[config.mk]
export PLATFORM = sky130hd
export DESIGN_NAME = floo_hbm_traffic_gen
export DESIGN_NICKNAME = d
export VERILOG_FILES = /design/src/rtl/floo_tgen_pkg.sv /design/src/rtl/floo_tgen_pattern_gen.sv /design/src/rtl/floo_hbm_traffic_gen.sv
export SDC_FILE = /design/constraint.sdc
export NUM_CORES = 1
export LEC_CHECK = 0
export ABC_AREA = 1
export ABC_CLOCK_PERIOD_IN_PS = 8300
export CORE_AREA = 2 2 545 547
export DETAILED_ROUTE_END_ITERATION = 10
export DIE_AREA = 0 0 547 549
export GPL_ROUTABILITY_DRIVEN = 0
export SLEW_MARGIN = 20
export SYNTH_ARGS = -nofsm -noshare
export SYNTH_HDL_FRONTEND = slang
export SYNTH_SLANG_ARGS = --single-unit
export TNS_END_PERCENT = 1
[constraint.sdc]
create_clock -name clk_i -period 8.3 [get_ports clk_i]
set_input_delay 1.66 -clock clk_i [delete_from_list [all_inputs] [get_ports clk_i]]
set_output_delay 1.66 -clock clk_i [all_outputs]
set_load 0.005 [all_outputs]
[src/rtl/floo_tgen_pkg.sv]
// Shared definitions for the HBM traffic generator.
//   - tgen_state_e : generator FSM states
//   - err_cnt_t    : 16-bit saturating error counter type
//   - WdogLimit    : watchdog expiry value (used with FLOO_TGEN_TIMEOUT_EN)
//   - tgen_pattern : 32-bit lane pattern for (seed, txn, beat, lane)
//   - axi_req_t / axi_rsp_t : default AXI structs (48b addr, 512b data,
//     3b id, 1b user)
package floo_tgen_pkg;

  localparam int unsigned AxiAddrWidth = 48;
  localparam int unsigned AxiDataWidth = 512;
  localparam int unsigned AxiIdWidth   = 3;
  localparam int unsigned AxiUserWidth = 1;

  typedef enum logic [2:0] {
    ST_IDLE,
    ST_WR_AW,
    ST_WR_W,
    ST_WR_B,
    ST_RD_AR,
    ST_RD_R,
    ST_DONE
  } tgen_state_e;

  typedef logic [15:0] err_cnt_t;

  localparam logic [15:0] WdogLimit = 16'hFFFF;
  localparam logic [1:0]  RespOkay  = 2'b00;
  localparam logic [1:0]  BurstIncr = 2'b01;

  function automatic logic [31:0] tgen_pattern(input logic [31:0] seed,
                                               input logic [15:0] txn,
                                               input logic [7:0]  beat,
                                               input logic [7:0]  lane);
    return seed ^ {txn, beat, lane};
  endfunction

  typedef struct packed {
    logic [AxiIdWidth-1:0]   id;
    logic [AxiAddrWidth-1:0] addr;
    logic [7:0]              len;
    logic [2:0]              size;
    logic [1:0]              burst;
    logic                    lock;
    logic [3:0]              cache;
    logic [2:0]              prot;
    logic [3:0]              qos;
    logic [3:0]              region;
    logic [5:0]              atop;
    logic [AxiUserWidth-1:0] user;
  } axi_aw_chan_t;

  typedef struct packed {
    logic [AxiDataWidth-1:0]   data;
    logic [AxiDataWidth/8-1:0] strb;
    logic                      last;
    logic [AxiUserWidth-1:0]   user;
  } axi_w_chan_t;

  typedef struct packed {
    logic [AxiIdWidth-1:0]   id;
    logic [1:0]              resp;
    logic [AxiUserWidth-1:0] user;
  } axi_b_chan_t;

  typedef struct packed {
    logic [AxiIdWidth-1:0]   id;
    logic [AxiAddrWidth-1:0] addr;
    logic [7:0]              len;
    logic [2:0]              size;
    logic [1:0]              burst;
    logic                    lock;
    logic [3:0]              cache;
    logic [2:0]              prot;
    logic [3:0]              qos;
    logic [3:0]              region;
    logic [AxiUserWidth-1:0] user;
  } axi_ar_chan_t;

  typedef struct packed {
    logic [AxiIdWidth-1:0]   id;
    logic [AxiDataWidth-1:0] data;
    logic [1:0]              resp;
    logic                    last;
    logic [AxiUserWidth-1:0] user;
  } axi_r_chan_t;

  typedef struct packed {
    axi_aw_chan_t aw;
    logic         aw_valid;
    axi_w_chan_t  w;
    logic         w_valid;
    logic         b_ready;
    axi_ar_chan_t ar;
    logic         ar_valid;
    logic         r_ready;
  } axi_req_t;

  typedef struct packed {
    logic         aw_ready;
    logic         ar_ready;
    logic         w_ready;
    logic         b_valid;
    axi_b_chan_t  b;
    logic         r_valid;
    axi_r_chan_t  r;
  } axi_rsp_t;

endpackage

[src/rtl/floo_tgen_pattern_gen.sv]
// Registered beat counter with last-beat flag and pattern data output.
// One instance follows the W channel, another the R channel.
//   clk_i, rst_ni : clock, synchronous active-low reset
//   clear_i       : hold the counter at beat 0 (channel not active)
//   advance_i     : a beat handshake completed this cycle
//   seed_i, txn_i : pattern seed and current transaction index
//   last_o        : current beat is beat BurstLen-1
//   data_o        : expected/driven data for the current beat
module floo_tgen_pattern_gen
  import floo_tgen_pkg::*;
#(
  parameter int unsigned DataWidth = 512,
  parameter int unsigned BurstLen  = 8
) (
  input  logic                 clk_i,
  input  logic                 rst_ni,
  input  logic                 clear_i,
  input  logic                 advance_i,
  input  logic [31:0]          seed_i,
  input  logic [15:0]          txn_i,
  output logic                 last_o,
  output logic [DataWidth-1:0] data_o
);

  localparam int unsigned NumLanes = DataWidth / 32;
  localparam logic [7:0]  LastBeat = 8'(BurstLen - 1);

  logic [7:0] beat_q, beat_d;

  assign last_o = (beat_q == LastBeat);

  // Wrapping after the last beat keeps the counter sane even if the
  // subordinate never signals r_last.
  always_comb begin
    beat_d = beat_q;
    if (clear_i) begin
      beat_d = '0;
    end else if (advance_i) begin
      beat_d = last_o ? 8'd0 : beat_q + 8'd1;
    end
  end

  always_ff @(posedge clk_i) begin
    if (!rst_ni) begin
      beat_q <= '0;
    end else begin
      beat_q <= beat_d;
    end
  end

  always_comb begin
    data_o = '0;
    for (int l = 0; l < NumLanes; l++) begin
      data_o[l*32 +: 32] = tgen_pattern(seed_i, txn_i, beat_q, 8'(l));
    end
  end

endmodule

[src/rtl/floo_hbm_traffic_gen.sv]
// AXI manager traffic generator/checker for the HBM test node.
// On start: writes NumTxns bursts of BurstLen beats with a seeded pattern,
// reading each burst back right after its B response and comparing it.
//   clk_i, rst_ni     : clock, synchronous active-low reset
//   start_i, seed_i   : run request (accepted in IDLE only), pattern seed
//   axi_req_o/rsp_i   : AXI manager port; all transactions use ID 0
//   busy_o, done_o    : run in progress, sticky run complete
//   err_cnt_o         : saturating error count of the run
//   first_err_addr_o  : burst address of the first error of the run
//   timeout_o         : sticky watchdog flag
// Optional macro FLOO_TGEN_TIMEOUT_EN adds a 16-bit watchdog; without it
// timeout_o is tied to 0.
// Handshake: a valid is raised only from the FSM state, stays high with a
// stable payload until valid && ready is seen on a clock edge, and never
// depends on the matching ready.
module floo_hbm_traffic_gen
  import floo_tgen_pkg::*;
#(
  parameter int unsigned          AddrWidth  = 48,
  parameter int unsigned          DataWidth  = 512,
  parameter int unsigned          IdWidth    = 3,
  parameter int unsigned          UserWidth  = 1,
  parameter int unsigned          NumTxns    = 16,
  parameter int unsigned          BurstLen   = 8,
  parameter logic [AddrWidth-1:0] AddrBase   = '0,
  parameter int unsigned          AddrStride = 4096,
  parameter type                  axi_req_t  = floo_tgen_pkg::axi_req_t,
  parameter type                  axi_rsp_t  = floo_tgen_pkg::axi_rsp_t
) (
  input  logic                 clk_i,
  input  logic                 rst_ni,
  input  logic                 start_i,
  input  logic [31:0]          seed_i,
  output axi_req_t             axi_req_o,
  input  axi_rsp_t             axi_rsp_i,
  output logic                 busy_o,
  output logic                 done_o,
  output logic [15:0]          err_cnt_o,
  output logic [AddrWidth-1:0] first_err_addr_o,
  output logic                 timeout_o
);

  localparam logic [15:0]          LastTxn  = 16'(NumTxns - 1);
  localparam logic [7:0]           AxLen    = 8'(BurstLen - 1);
  localparam logic [2:0]           AxSize   = 3'($clog2(DataWidth / 8));
  localparam logic [IdWidth-1:0]   TxnId    = '0;
  localparam logic [UserWidth-1:0] TxnUser  = '0;

  tgen_state_e            state_q, state_d;
  logic [15:0]            txn_q, txn_d;
  logic [31:0]            seed_q, seed_d;
  err_cnt_t               err_cnt_q, err_cnt_d;
  logic [AddrWidth-1:0]   first_err_addr_q, first_err_addr_d;
  logic                   done_q, done_d;

  logic [AddrWidth-1:0]   burst_addr;
  logic                   aw_hs, w_hs, b_hs, ar_hs, r_hs;
  logic                   w_last, r_last_exp;
  logic [DataWidth-1:0]   w_data, r_data;
  logic                   err_event;
  logic                   wdog_fire;

  assign burst_addr = AddrBase + AddrWidth'(txn_q) * AddrWidth'(AddrStride);

  assign aw_hs = axi_req_o.aw_valid & axi_rsp_i.aw_ready;
  assign w_hs  = axi_req_o.w_valid  & axi_rsp_i.w_ready;
  assign b_hs  = axi_req_o.b_ready  & axi_rsp_i.b_valid;
  assign ar_hs = axi_req_o.ar_valid & axi_rsp_i.ar_ready;
  assign r_hs  = axi_req_o.r_ready  & axi_rsp_i.r_valid;

  assign busy_o           = (state_q != ST_IDLE) && (state_q != ST_DONE);
  assign done_o           = done_q;
  assign err_cnt_o        = err_cnt_q;
  assign first_err_addr_o = first_err_addr_q;

  // Response IDs and user bits carry nothing the generator needs.
  logic unused_rsp;
  assign unused_rsp = ^{axi_rsp_i.b.id, axi_rsp_i.b.user,
                        axi_rsp_i.r.id, axi_rsp_i.r.user};

  floo_tgen_pattern_gen #(
    .DataWidth (DataWidth),
    .BurstLen  (BurstLen)
  ) i_w_pattern (
    .clk_i     (clk_i),
    .rst_ni    (rst_ni),
    .clear_i   (state_q != ST_WR_W),
    .advance_i (w_hs),
    .seed_i    (seed_q),
    .txn_i     (txn_q),
    .last_o    (w_last),
    .data_o    (w_data)
  );

  floo_tgen_pattern_gen #(
    .DataWidth (DataWidth),
    .BurstLen  (BurstLen)
  ) i_r_pattern (
    .clk_i     (clk_i),
    .rst_ni    (rst_ni),
    .clear_i   (state_q != ST_RD_R),
    .advance_i (r_hs),
    .seed_i    (seed_q),
    .txn_i     (txn_q),
    .last_o    (r_last_exp),
    .data_o    (r_data)
  );

`ifdef FLOO_TGEN_TIMEOUT_EN
  logic [15:0] wdog_q, wdog_d;
  logic        timeout_q, timeout_d;

  assign wdog_fire = busy_o && (wdog_q == WdogLimit);
  assign timeout_o = timeout_q;

  always_comb begin
    wdog_d    = wdog_q + 16'd1;
    timeout_d = timeout_q;
    if (!busy_o || aw_hs || w_hs || b_hs || ar_hs || r_hs || wdog_fire) begin
      wdog_d = '0;
    end
    if ((state_q == ST_IDLE) && start_i) begin
      timeout_d = 1'b0;
    end
    if (wdog_fire) begin
      timeout_d = 1'b1;
    end
  end

  always_ff @(posedge clk_i) begin
    if (!rst_ni) begin
      wdog_q    <= '0;
      timeout_q <= 1'b0;
    end else begin
      wdog_q    <= wdog_d;
      timeout_q <= timeout_d;
    end
  end
`else
  assign wdog_fire = 1'b0;
  assign timeout_o = 1'b0;
`endif

  // Request payloads are driven only in their own state, so every field
  // reads 0 in IDLE and after reset.
  always_comb begin
    axi_req_o = '0;
    case (state_q)
      ST_WR_AW: begin
        axi_req_o.aw_valid  = 1'b1;
        axi_req_o.aw.id     = TxnId;
        axi_req_o.aw.addr   = burst_addr;
        axi_req_o.aw.len    = AxLen;
        axi_req_o.aw.size   = AxSize;
        axi_req_o.aw.burst  = BurstIncr;
        axi_req_o.aw.user   = TxnUser;
      end
      ST_WR_W: begin
        axi_req_o.w_valid   = 1'b1;
        axi_req_o.w.data    = w_data;
        axi_req_o.w.strb    = '1;
        axi_req_o.w.last    = w_last;
        axi_req_o.w.user    = TxnUser;
      end
      ST_WR_B: axi_req_o.b_ready = 1'b1;
      ST_RD_AR: begin
        axi_req_o.ar_valid  = 1'b1;
        axi_req_o.ar.id     = TxnId;
        axi_req_o.ar.addr   = burst_addr;
        axi_req_o.ar.len    = AxLen;
        axi_req_o.ar.size   = AxSize;
        axi_req_o.ar.burst  = BurstIncr;
        axi_req_o.ar.user   = TxnUser;
      end
      ST_RD_R: axi_req_o.r_ready = 1'b1;
      default: ;
    endcase
  end

  always_comb begin
    state_d          = state_q;
    txn_d            = txn_q;
    seed_d           = seed_q;
    err_cnt_d        = err_cnt_q;
    first_err_addr_d = first_err_addr_q;
    done_d           = done_q;
    err_event        = 1'b0;

    case (state_q)
      ST_IDLE: begin
        if (start_i) begin
          state_d          = ST_WR_AW;
          txn_d            = '0;
          seed_d           = seed_i;
          err_cnt_d        = '0;
          first_err_addr_d = '0;
          done_d           = 1'b0;
        end
      end
      ST_WR_AW: if (aw_hs) state_d = ST_WR_W;
      ST_WR_W:  if (w_hs && w_last) state_d = ST_WR_B;
      ST_WR_B: begin
        if (b_hs) begin
          state_d   = ST_RD_AR;
          err_event = (axi_rsp_i.b.resp != RespOkay);
        end
      end
      ST_RD_AR: if (ar_hs) state_d = ST_RD_R;
      ST_RD_R: begin
        if (r_hs) begin
          // One error per beat, however many checks fail on it.
          err_event = (axi_rsp_i.r.data != r_data) ||
                      (axi_rsp_i.r.resp != RespOkay) ||
                      (axi_rsp_i.r.last != r_last_exp);
          if (axi_rsp_i.r.last) begin
            if (txn_q == LastTxn) begin
              state_d = ST_DONE;
            end else begin
              txn_d   = txn_q + 16'd1;
              state_d = ST_WR_AW;
            end
          end
        end
      end
      ST_DONE: state_d = ST_IDLE;
      default: state_d = ST_IDLE;
    endcase

    // Watchdog expiry overrides whatever the channel logic decided.
    if (wdog_fire) begin
      state_d   = ST_DONE;
      txn_d     = txn_q;
      err_event = 1'b1;
    end

    if (state_d == ST_DONE) begin
      done_d = 1'b1;
    end

    if (err_event && (err_cnt_q != 16'hFFFF)) begin
      err_cnt_d = err_cnt_q + 16'd1;
      if (err_cnt_q == '0) begin
        first_err_addr_d = burst_addr;
      end
    end
  end

  always_ff @(posedge clk_i) begin
    if (!rst_ni) begin
      state_q          <= ST_IDLE;
      txn_q            <= '0;
      seed_q           <= '0;
      err_cnt_q        <= '0;
      first_err_addr_q <= '0;
      done_q           <= 1'b0;
    end else begin
      state_q          <= state_d;
      txn_q            <= txn_d;
      seed_q           <= seed_d;
      err_cnt_q        <= err_cnt_d;
      first_err_addr_q <= first_err_addr_d;
      done_q           <= done_d;
    end
  end

endmodule
==> results.py, run 1 <==
metrics = {
    "run_status": {
        "run_status": "completed",
    },
    "power": {
        "max-vdd-ir-drop_mv": 0.171,
        "power_density_mw_per_mm2": 97.1,
        "power.static_leakage_uw": 0.0149,
        "totalPowerFinal_uw": 3390,
    },
    "worst_setup_path": {
        "crit_arrival_ns": 4.20,
        "critPathTopFamily": "buffers and inverters",
        "cpPeakStageDelay_ns": 0.95,
        "crit_buf_inv": 4,
        "critical_path.cell_chain": "nor3_2 -> buf_4 -> clkinv_2 -> buf_4 -> nor2_2 -> clkdlybuf4s50_1",
        "r2r_end": "first_err_addr_o[29]$_SDFF_PN0_",
        "worst_r2r_path_depth": 22,
        "worst_setup_path_endpoint": "axi_req_o[510]",
        "worst-endpoint-required_ns": 6.64,
        "reg2reg_from": "txn_q[15]$_SDFFE_PN0P_",
        "end_kind": "output port",
        "regToRegSetupSlack_ns": 3.11,
        "crit_path_top_delay_cell": "sky130_fd_sc_hd__nor2_2",
        "worst_setup_path_startpoint": "state_q[0]$_SDFF_PN0_",
        "criticalPathCategory": "reg2out",
        "crit_fanout": 22,
        "crit_path_frequent_cell": "sky130_fd_sc_hd__buf_4",
        "setup.worst_path.start_class": "register",
        "cp_num_cells": 6,
    },
    "yosys": {
        "mappedNetlistArea_mm2": 0.0213,
        "netlist_top_cells_area": "sky130_fd_sc_hd__nand2_1 (26%), sky130_fd_sc_hd__buf_4 (25%), sky130_fd_sc_hd__dfxtp_1 (12%)",
        "synth.distinct_cells": 41,
        "post_synthesis_mean_instance_area_um2": 5.37,
        "ys_seq_elements": 132,
        "synth_top_area_share_pct": 25.6,
        "syn_inst": 3959,
        "async_reset_ff_share_pct": 0,
        "postSynth.topFlopCell": "sky130_fd_sc_hd__dfxtp_1",
        "yosys_warnings": 0,
        "synth-edff-count": 0,
        "yosys.area.top_type": "sky130_fd_sc_hd__nand2_1",
        "synth.yosys.seq_area_share_pct": 12.4,
    },
    "clock_network": {
        "root_buffer": "sky130_fd_sc_hd__clkbuf_16",
        "cts_tree": "built",
        "clock_sinks": 132,
        "h-tree-depth": 4,
        "clock_pin_slew_worst_setup_and_hold_paths_ns": 0.07,
        "cts_max_path_buffers": 2,
        "clk-insertion-delay-late_ns": 0.49,
        "post_cts_setup_driven_buffer_insertion_count": 0,
        "cts_resized": 0,
        "numCtsBuffers": 17,
        "hold_buffers": 0,
    },
    "routing": {
        "vias": 26200,
        "drt_wl_total_mm": 214,
        "routedWlPerCell_um": 24.7,
        "ant_nets": 0,
        "routed_via_density": 3.03,
        "detailedRoute.firstIterationViolations": 1891,
        "dr.pass1.iters": 6,
        "drc": 0,
    },
    "placed_design": {
        "port-buffer-count": 1248,
        "dp_hpwl_mm": 186,
        "placed_cells": 8565,
        "place_ws_ns": 1.79,
    },
    "cells_and_area": {
        "post_route_non_filler_standard_cell_count": 8656,
        "footprint_of_the_multi_input_gates_mm2": 0.0111,
        "layout-drive-gt1-share_pct": 5.07,
        "layout.cells.most_common_list": "sky130_fd_sc_hd__nand2_1 (1444), sky130_fd_sc_hd__clkdlybuf4s50_1 (1247), sky130_fd_sc_hd__inv_1 (587)",
        "nFillCells": 34400,
        "layout.area.seq_mm2": 0.00264,
        "area_growth_pct": 64.3,
        "most_common_library_cell_in_the_layout_ignoring_fill_and_taps": "sky130_fd_sc_hd__nand2_1",
        "num-nets-final": 5215,
    },
    "grt": {
        "overall_track_demand_over_capacity_in_global_routing_pct": 13.6,
        "gr-total-overflow": 0,
        "grt_first_pass_wirelength_mm": 260,
        "number_of_global_route_vias_before_repair": 23700,
        "antenna_found_initial": 155,
        "grt_start_max_net_pins": 66,
    },
    "timing": {
        "worst_margin_slew_ns": 1.12,
        "finalSetupTns_ns": 0,
        "min_period_ns": 5.86,
        "fmax_ghz": 0.171,
        "finalSetupViolCount": 0,
        "min_period_over_period_pct": 70.7,
        "grt_setup_unrepaired": "no",
        "clock_skew_ns": 0.0461,
        "hold_viol_final": 0,
        "timing.final.max_slew_violations": 0,
        "worst_slew_margin_rel_pct": 25.2,
        "timing.final.ws_setup_ns": 2.44,
    },
    "floorplan": {
        "rows": 200,
        "placeableCoreArea_mm2": 0.295,
        "io-pin-count": 1383,
        "initial_utilization_pct": 7.21,
        "die-area_mm2": 0.300,
        "fp.dieW_um": 547,
        "chipHeight_um": 549,
    },
    "min_path": {
        "min_path_type": "reg2reg",
        "holdPathStages": 2,
    },
    "job": {
        "maxCapViolCount": 0,
    },
}
-- cell type report --
type	count	share of cell area (%)
Timing Repair Buffer	1329	37.5
Antenna cell	59	0.423
Clock inverter	13	0.523
Multi-Input combinational cell	2537	31.9
Clock buffer	19	1.27
Inverter	628	6.75
Sequential cell	132	7.57
Tap cell	3939	14.1
-- where the power goes --
part           internal, µW  switching, µW
combinational           647           1170
clock                   494            402
sequential              653           27.6
-- through the flow --
step | hold slack, ns | area, µm² | utilization (%)
after floorplan | 0.446 | 21700 | -
after global placement | 0.441 | 34100 | 11.6
after detailed placement | 0.444 | 34200 | 11.6
after CTS | 0.460 | 34800 | 11.8
after global routing | 0.472 | 34800 | 11.8
final | 0.459 | 34900 | 11.8
-- per-layer routing --
layer	part of all wire [%]	track usage (%)	up-vias
li1	-	-	12400
met1	43	17.3	11800
met2	46	22.5	1585
met3	8.4	3.65	285
met4	2.4	3.54	74
met5	0.22	0	-
-- cells by family after synthesis --
kind of cell               synth area share, %
adders and majority gates                0.294
xor gates and xnor gates                  3.25
and+or+nand+nor                           39.5
DFF                                       12.4
buffers and inverters                     38.1
other                                   0.0176
AOI/OAI and AO/OA                         6.41
-- how the worst min path moves through the flow --
stage                                            endpoint                       startpoint  slack [ns]
after global placement    first_err_addr_o[43]$_SDFF_PN0_  first_err_addr_o[43]$_SDFF_PN0_        0.44
after floorplan           first_err_addr_o[37]$_SDFF_PN0_  first_err_addr_o[37]$_SDFF_PN0_        0.45
after detailed placement  first_err_addr_o[38]$_SDFF_PN0_  first_err_addr_o[38]$_SDFF_PN0_        0.44
after CTS                 first_err_addr_o[38]$_SDFF_PN0_  first_err_addr_o[38]$_SDFF_PN0_        0.46
after global routing      first_err_addr_o[37]$_SDFF_PN0_  first_err_addr_o[37]$_SDFF_PN0_        0.47
final                      first_err_addr_o[6]$_SDFF_PN0_   first_err_addr_o[6]$_SDFF_PN0_        0.46
-- state kept, by name (all words and copies together), names as in the netlist --
| name | flops |
|---|---|
| first_err_addr_o | 48 |
| i_r_pattern.beat_q | 8 |
| err_cnt_o | 16 |
| seed_q | 32 |
| done_o | 1 |
| i_w_pattern.beat_q | 8 |
| txn_q | 16 |
| state_q | 3 |
-- cell usage after synthesis (17+ instances only) --
library cell / n
sky130_fd_sc_hd__clkbuf_1: 23
sky130_fd_sc_hd__xnor2_1: 28
sky130_fd_sc_hd__nand3b_1: 17
sky130_fd_sc_hd__o21ai_0: 115
sky130_fd_sc_hd__a21oi_1: 103
sky130_fd_sc_hd__dfxtp_1: 132
sky130_fd_sc_hd__nand2_1: 1452
sky130_fd_sc_hd__nand2_2: 30
sky130_fd_sc_hd__xor2_1: 51
sky130_fd_sc_hd__nor2_1: 337
sky130_fd_sc_hd__buf_4: 697
sky130_fd_sc_hd__inv_2: 30
sky130_fd_sc_hd__nor3_1: 26
sky130_fd_sc_hd__nand3_1: 130
sky130_fd_sc_hd__o21ai_1: 17
sky130_fd_sc_hd__nand4_1: 32
sky130_fd_sc_hd__buf_2: 47
sky130_fd_sc_hd__inv_1: 588
-- worst register-to-register path: cells and delay by family (launching register included) --
kind / cells / cell delay, ns
buffers and inverters: 5 / 1.13
flip-flops: 1 / 0.49
AND/OR/NAND/NOR: 17 / 3.51
No activity file was read; power rests on OpenSTA's default activity.
==> run 2, diff against run 1 <==
- ABC_CLOCK_PERIOD_IN_PS: 8300 -> 5800
- clock period: 8.3 -> 5.8 ns (I/O delays scaled with it)
==> results.py, run 2 (synthesis results as in run 1) <==
metrics = {
    "run_status": {
        "run_status": "completed",
    },
    "timing": {
        "finalSetupTns_ns": 0,
        "timing.final.ws_setup_ns": 0.720,
        "worst_margin_slew_ns": 1.10,
        "clock_skew_ns": 0.0378,
        "hold_viol_final": 0,
        "fmax_ghz": 0.197,
        "min_period_ns": 5.08,
        "timing.final.max_slew_violations": 0,
        "worst_slew_margin_rel_pct": 26.3,
        "grt_setup_unrepaired": "no",
        "fin_hold_ws_ns": 0.455,
        "finalSetupViolCount": 0,
        "min_period_over_period_pct": 87.6,
    },
    "clock_network": {
        "clock_sinks": 132,
        "h-tree-depth": 4,
        "post_cts_setup_driven_buffer_insertion_count": 0,
        "hold_buffers": 0,
        "clock_pin_slew_worst_setup_and_hold_paths_ns": 0.10,
        "cts_resized": 0,
        "cts_tree": "built",
        "root_buffer": "sky130_fd_sc_hd__clkbuf_16",
        "cts_max_path_buffers": 2,
        "clk-insertion-delay-late_ns": 0.50,
        "numCtsBuffers": 17,
    },
    "worst_setup_path": {
        "crit_fanout": 20,
        "setup.worst_path.start_class": "register",
        "crit_buf_inv": 4,
        "crit_path_top_delay_cell": "sky130_fd_sc_hd__nor2_1",
        "crit_path_frequent_cell": "sky130_fd_sc_hd__buf_4",
        "crit_arrival_ns": 3.92,
        "critical_path.cell_chain": "nor3_4 -> clkinv_2 -> buf_4 -> nor2_1 -> buf_4 -> clkdlybuf4s50_1",
        "worst-endpoint-required_ns": 4.64,
        "critPathTopFamily": "buffers and inverters",
        "criticalPathCategory": "reg2out",
        "end_kind": "output port",
        "cpPeakStageDelay_ns": 0.76,
    },
    "cells_and_area": {
        "largest_register_ff_count": 48,
        "footprint_of_the_multi_input_gates_mm2": 0.0111,
        "layout.area.seq_mm2": 0.00265,
        "area_growth_pct": 66.0,
        "nFillCells": 34300,
        "most_common_library_cell_in_the_layout_ignoring_fill_and_taps": "sky130_fd_sc_hd__nand2_1",
        "layout.cells.most_common_list": "sky130_fd_sc_hd__nand2_1 (1443), sky130_fd_sc_hd__clkdlybuf4s50_1 (1247), sky130_fd_sc_hd__inv_1 (587)",
        "num-nets-final": 5266,
        "layout-drive-gt1-share_pct": 6.09,
        "post_route_non_filler_standard_cell_count": 8697,
    },
    "placed_design": {
        "port-buffer-count": 1248,
        "place_ws_ns": 0.792,
        "placed_cells": 8616,
        "dp_hpwl_mm": 187,
    },
    "grt": {
        "grt_first_pass_wirelength_mm": 258,
        "overall_track_demand_over_capacity_in_global_routing_pct": 13.4,
        "gr-total-overflow": 0,
        "grt_start_max_net_pins": 66,
        "antenna_found_initial": 147,
        "number_of_global_route_vias_before_repair": 23600,
    },
    "job": {
        "maxCapViolCount": 0,
    },
    "power": {
        "totalPowerFinal_uw": 4740,
        "power_switching_share_pct": 48.2,
        "clockPowerShare_pct": 24.8,
        "power.static_leakage_uw": 0.0151,
        "comb_power_share_pct": 54.4,
        "seq_power_share_pct": 20.8,
        "power_density_mw_per_mm2": 134,
        "switching_power_uw": 2280,
        "max-vdd-ir-drop_mv": 0.259,
        "intPower_uw": 2450,
    },
    "routing": {
        "vias": 26300,
        "ant_nets": 0,
        "drt_wl_total_mm": 211,
        "routed_via_density": 3.02,
        "dr.pass1.iters": 8,
        "routedWlPerCell_um": 24.2,
        "drc": 0,
        "detailedRoute.firstIterationViolations": 2020,
    },
    "floorplan": {
        "rows": 200,
        "initial_utilization_pct": 7.21,
        "fp.dieW_um": 547,
        "placeableCoreArea_mm2": 0.295,
        "io-pin-count": 1383,
        "die-area_mm2": 0.300,
        "chipHeight_um": 549,
    },
    "min_path": {
        "min_path_type": "reg2reg",
    },
}
[run 2: cell types whose count changed in the layout (fill, tap and decap cells not counted), sizes merged]
cell and delta:
buf +51, diode -10, bufinv -3, clkinvlp +3, clkbuf -1, clkinv +1
[run 2: cell type report]
| type | instances | area share [%] |
|---|---|---|
| multi-input cells | 2537 | 31.6 |
| clock buffers | 18 | 1.22 |
| flip-flops and latches | 132 | 7.50 |
| repair buffers | 1380 | 38.3 |
| well taps | 3939 | 14.0 |
| diodes | 49 | 0.347 |
| clock inverters | 14 | 0.386 |
| inverters | 628 | 6.68 |
[run 2: worst register-to-register path, cell delays in order (launching register included)]
cell                       delay, ns
sky130_fd_sc_hd__dfxtp_1        0.51
sky130_fd_sc_hd__inv_2          0.22
sky130_fd_sc_hd__nand2_2        0.22
sky130_fd_sc_hd__nand2_1        0.09
sky130_fd_sc_hd__buf_4          0.20
sky130_fd_sc_hd__buf_4          0.25
sky130_fd_sc_hd__nand2_1        0.31
sky130_fd_sc_hd__nand2_1        0.09
sky130_fd_sc_hd__clkinv_1       0.05
sky130_fd_sc_hd__nand2_1        0.04
sky130_fd_sc_hd__nor2_1         0.08
sky130_fd_sc_hd__buf_4          0.17
sky130_fd_sc_hd__nand2_1        0.06
sky130_fd_sc_hd__nor2_1         0.29
sky130_fd_sc_hd__nand2_1        0.14
sky130_fd_sc_hd__nor2_1         0.20
sky130_fd_sc_hd__nand2_1        0.07
sky130_fd_sc_hd__nor2_1         0.10
sky130_fd_sc_hd__nand2_1        0.08
sky130_fd_sc_hd__buf_4          0.17
sky130_fd_sc_hd__nand2_2        0.08
sky130_fd_sc_hd__buf_12         0.12
sky130_fd_sc_hd__nand2_4        0.09
sky130_fd_sc_hd__nand3_2        0.14
sky130_fd_sc_hd__buf_12         0.20
sky130_fd_sc_hd__nand3_1        0.13
sky130_fd_sc_hd__inv_1          0.09
[run 2: through the flow]
stage | util (%) | cell area, µm²
after floorplan | - | 21700
after global placement | 11.7 | 34600
after detailed placement | 11.7 | 34600
after CTS | 11.9 | 35200
after global routing | 11.9 | 35200
final | 12.0 | 35300
[run 2: power groups by stage]
stage | combinational (µW) | sequential (µW) | clock, µW
after CTS | 2690 | 985 | 1210
after global placement | 2670 | 1010 | 0
after global routing | 2850 | 990 | 1220
final | 2570 | 985 | 1180
after floorplan | 1180 | 970 | 0
after detailed placement | 2680 | 1010 | 0
[run 2: worst paths after layout]
path                                   startpoint                               to  slack [ns]  cells after the start
setup / recovery            state_q[0]$_SDFF_PN0_                   axi_req_o[567]        0.72                      6
hold / removal    first_err_addr_o[37]$_SDFF_PN0_  first_err_addr_o[37]$_SDFF_PN0_        0.46                      2
setup reg to reg           txn_q[15]$_SDFFE_PN0P_  first_err_addr_o[35]$_SDFF_PN0_        1.52                     26
hold reg to reg   first_err_addr_o[37]$_SDFF_PN0_  first_err_addr_o[37]$_SDFF_PN0_        0.46                      2
[run 2: per-layer routing]
layer | GRT usage, % | share of wire [%]
met3 | 3.68 | 8.2
met5 | 0 | 0.23
met2 | 22.5 | 46
met4 | 2.94 | 2.3
met1 | 16.9 | 43
==> run 3, diff against run 2 <==
- CTS_CLUSTER_SIZE: unset -> 40
==> results of run 3 <==
Same layout as run 2: the final DEF is identical, and so are final timing and power.
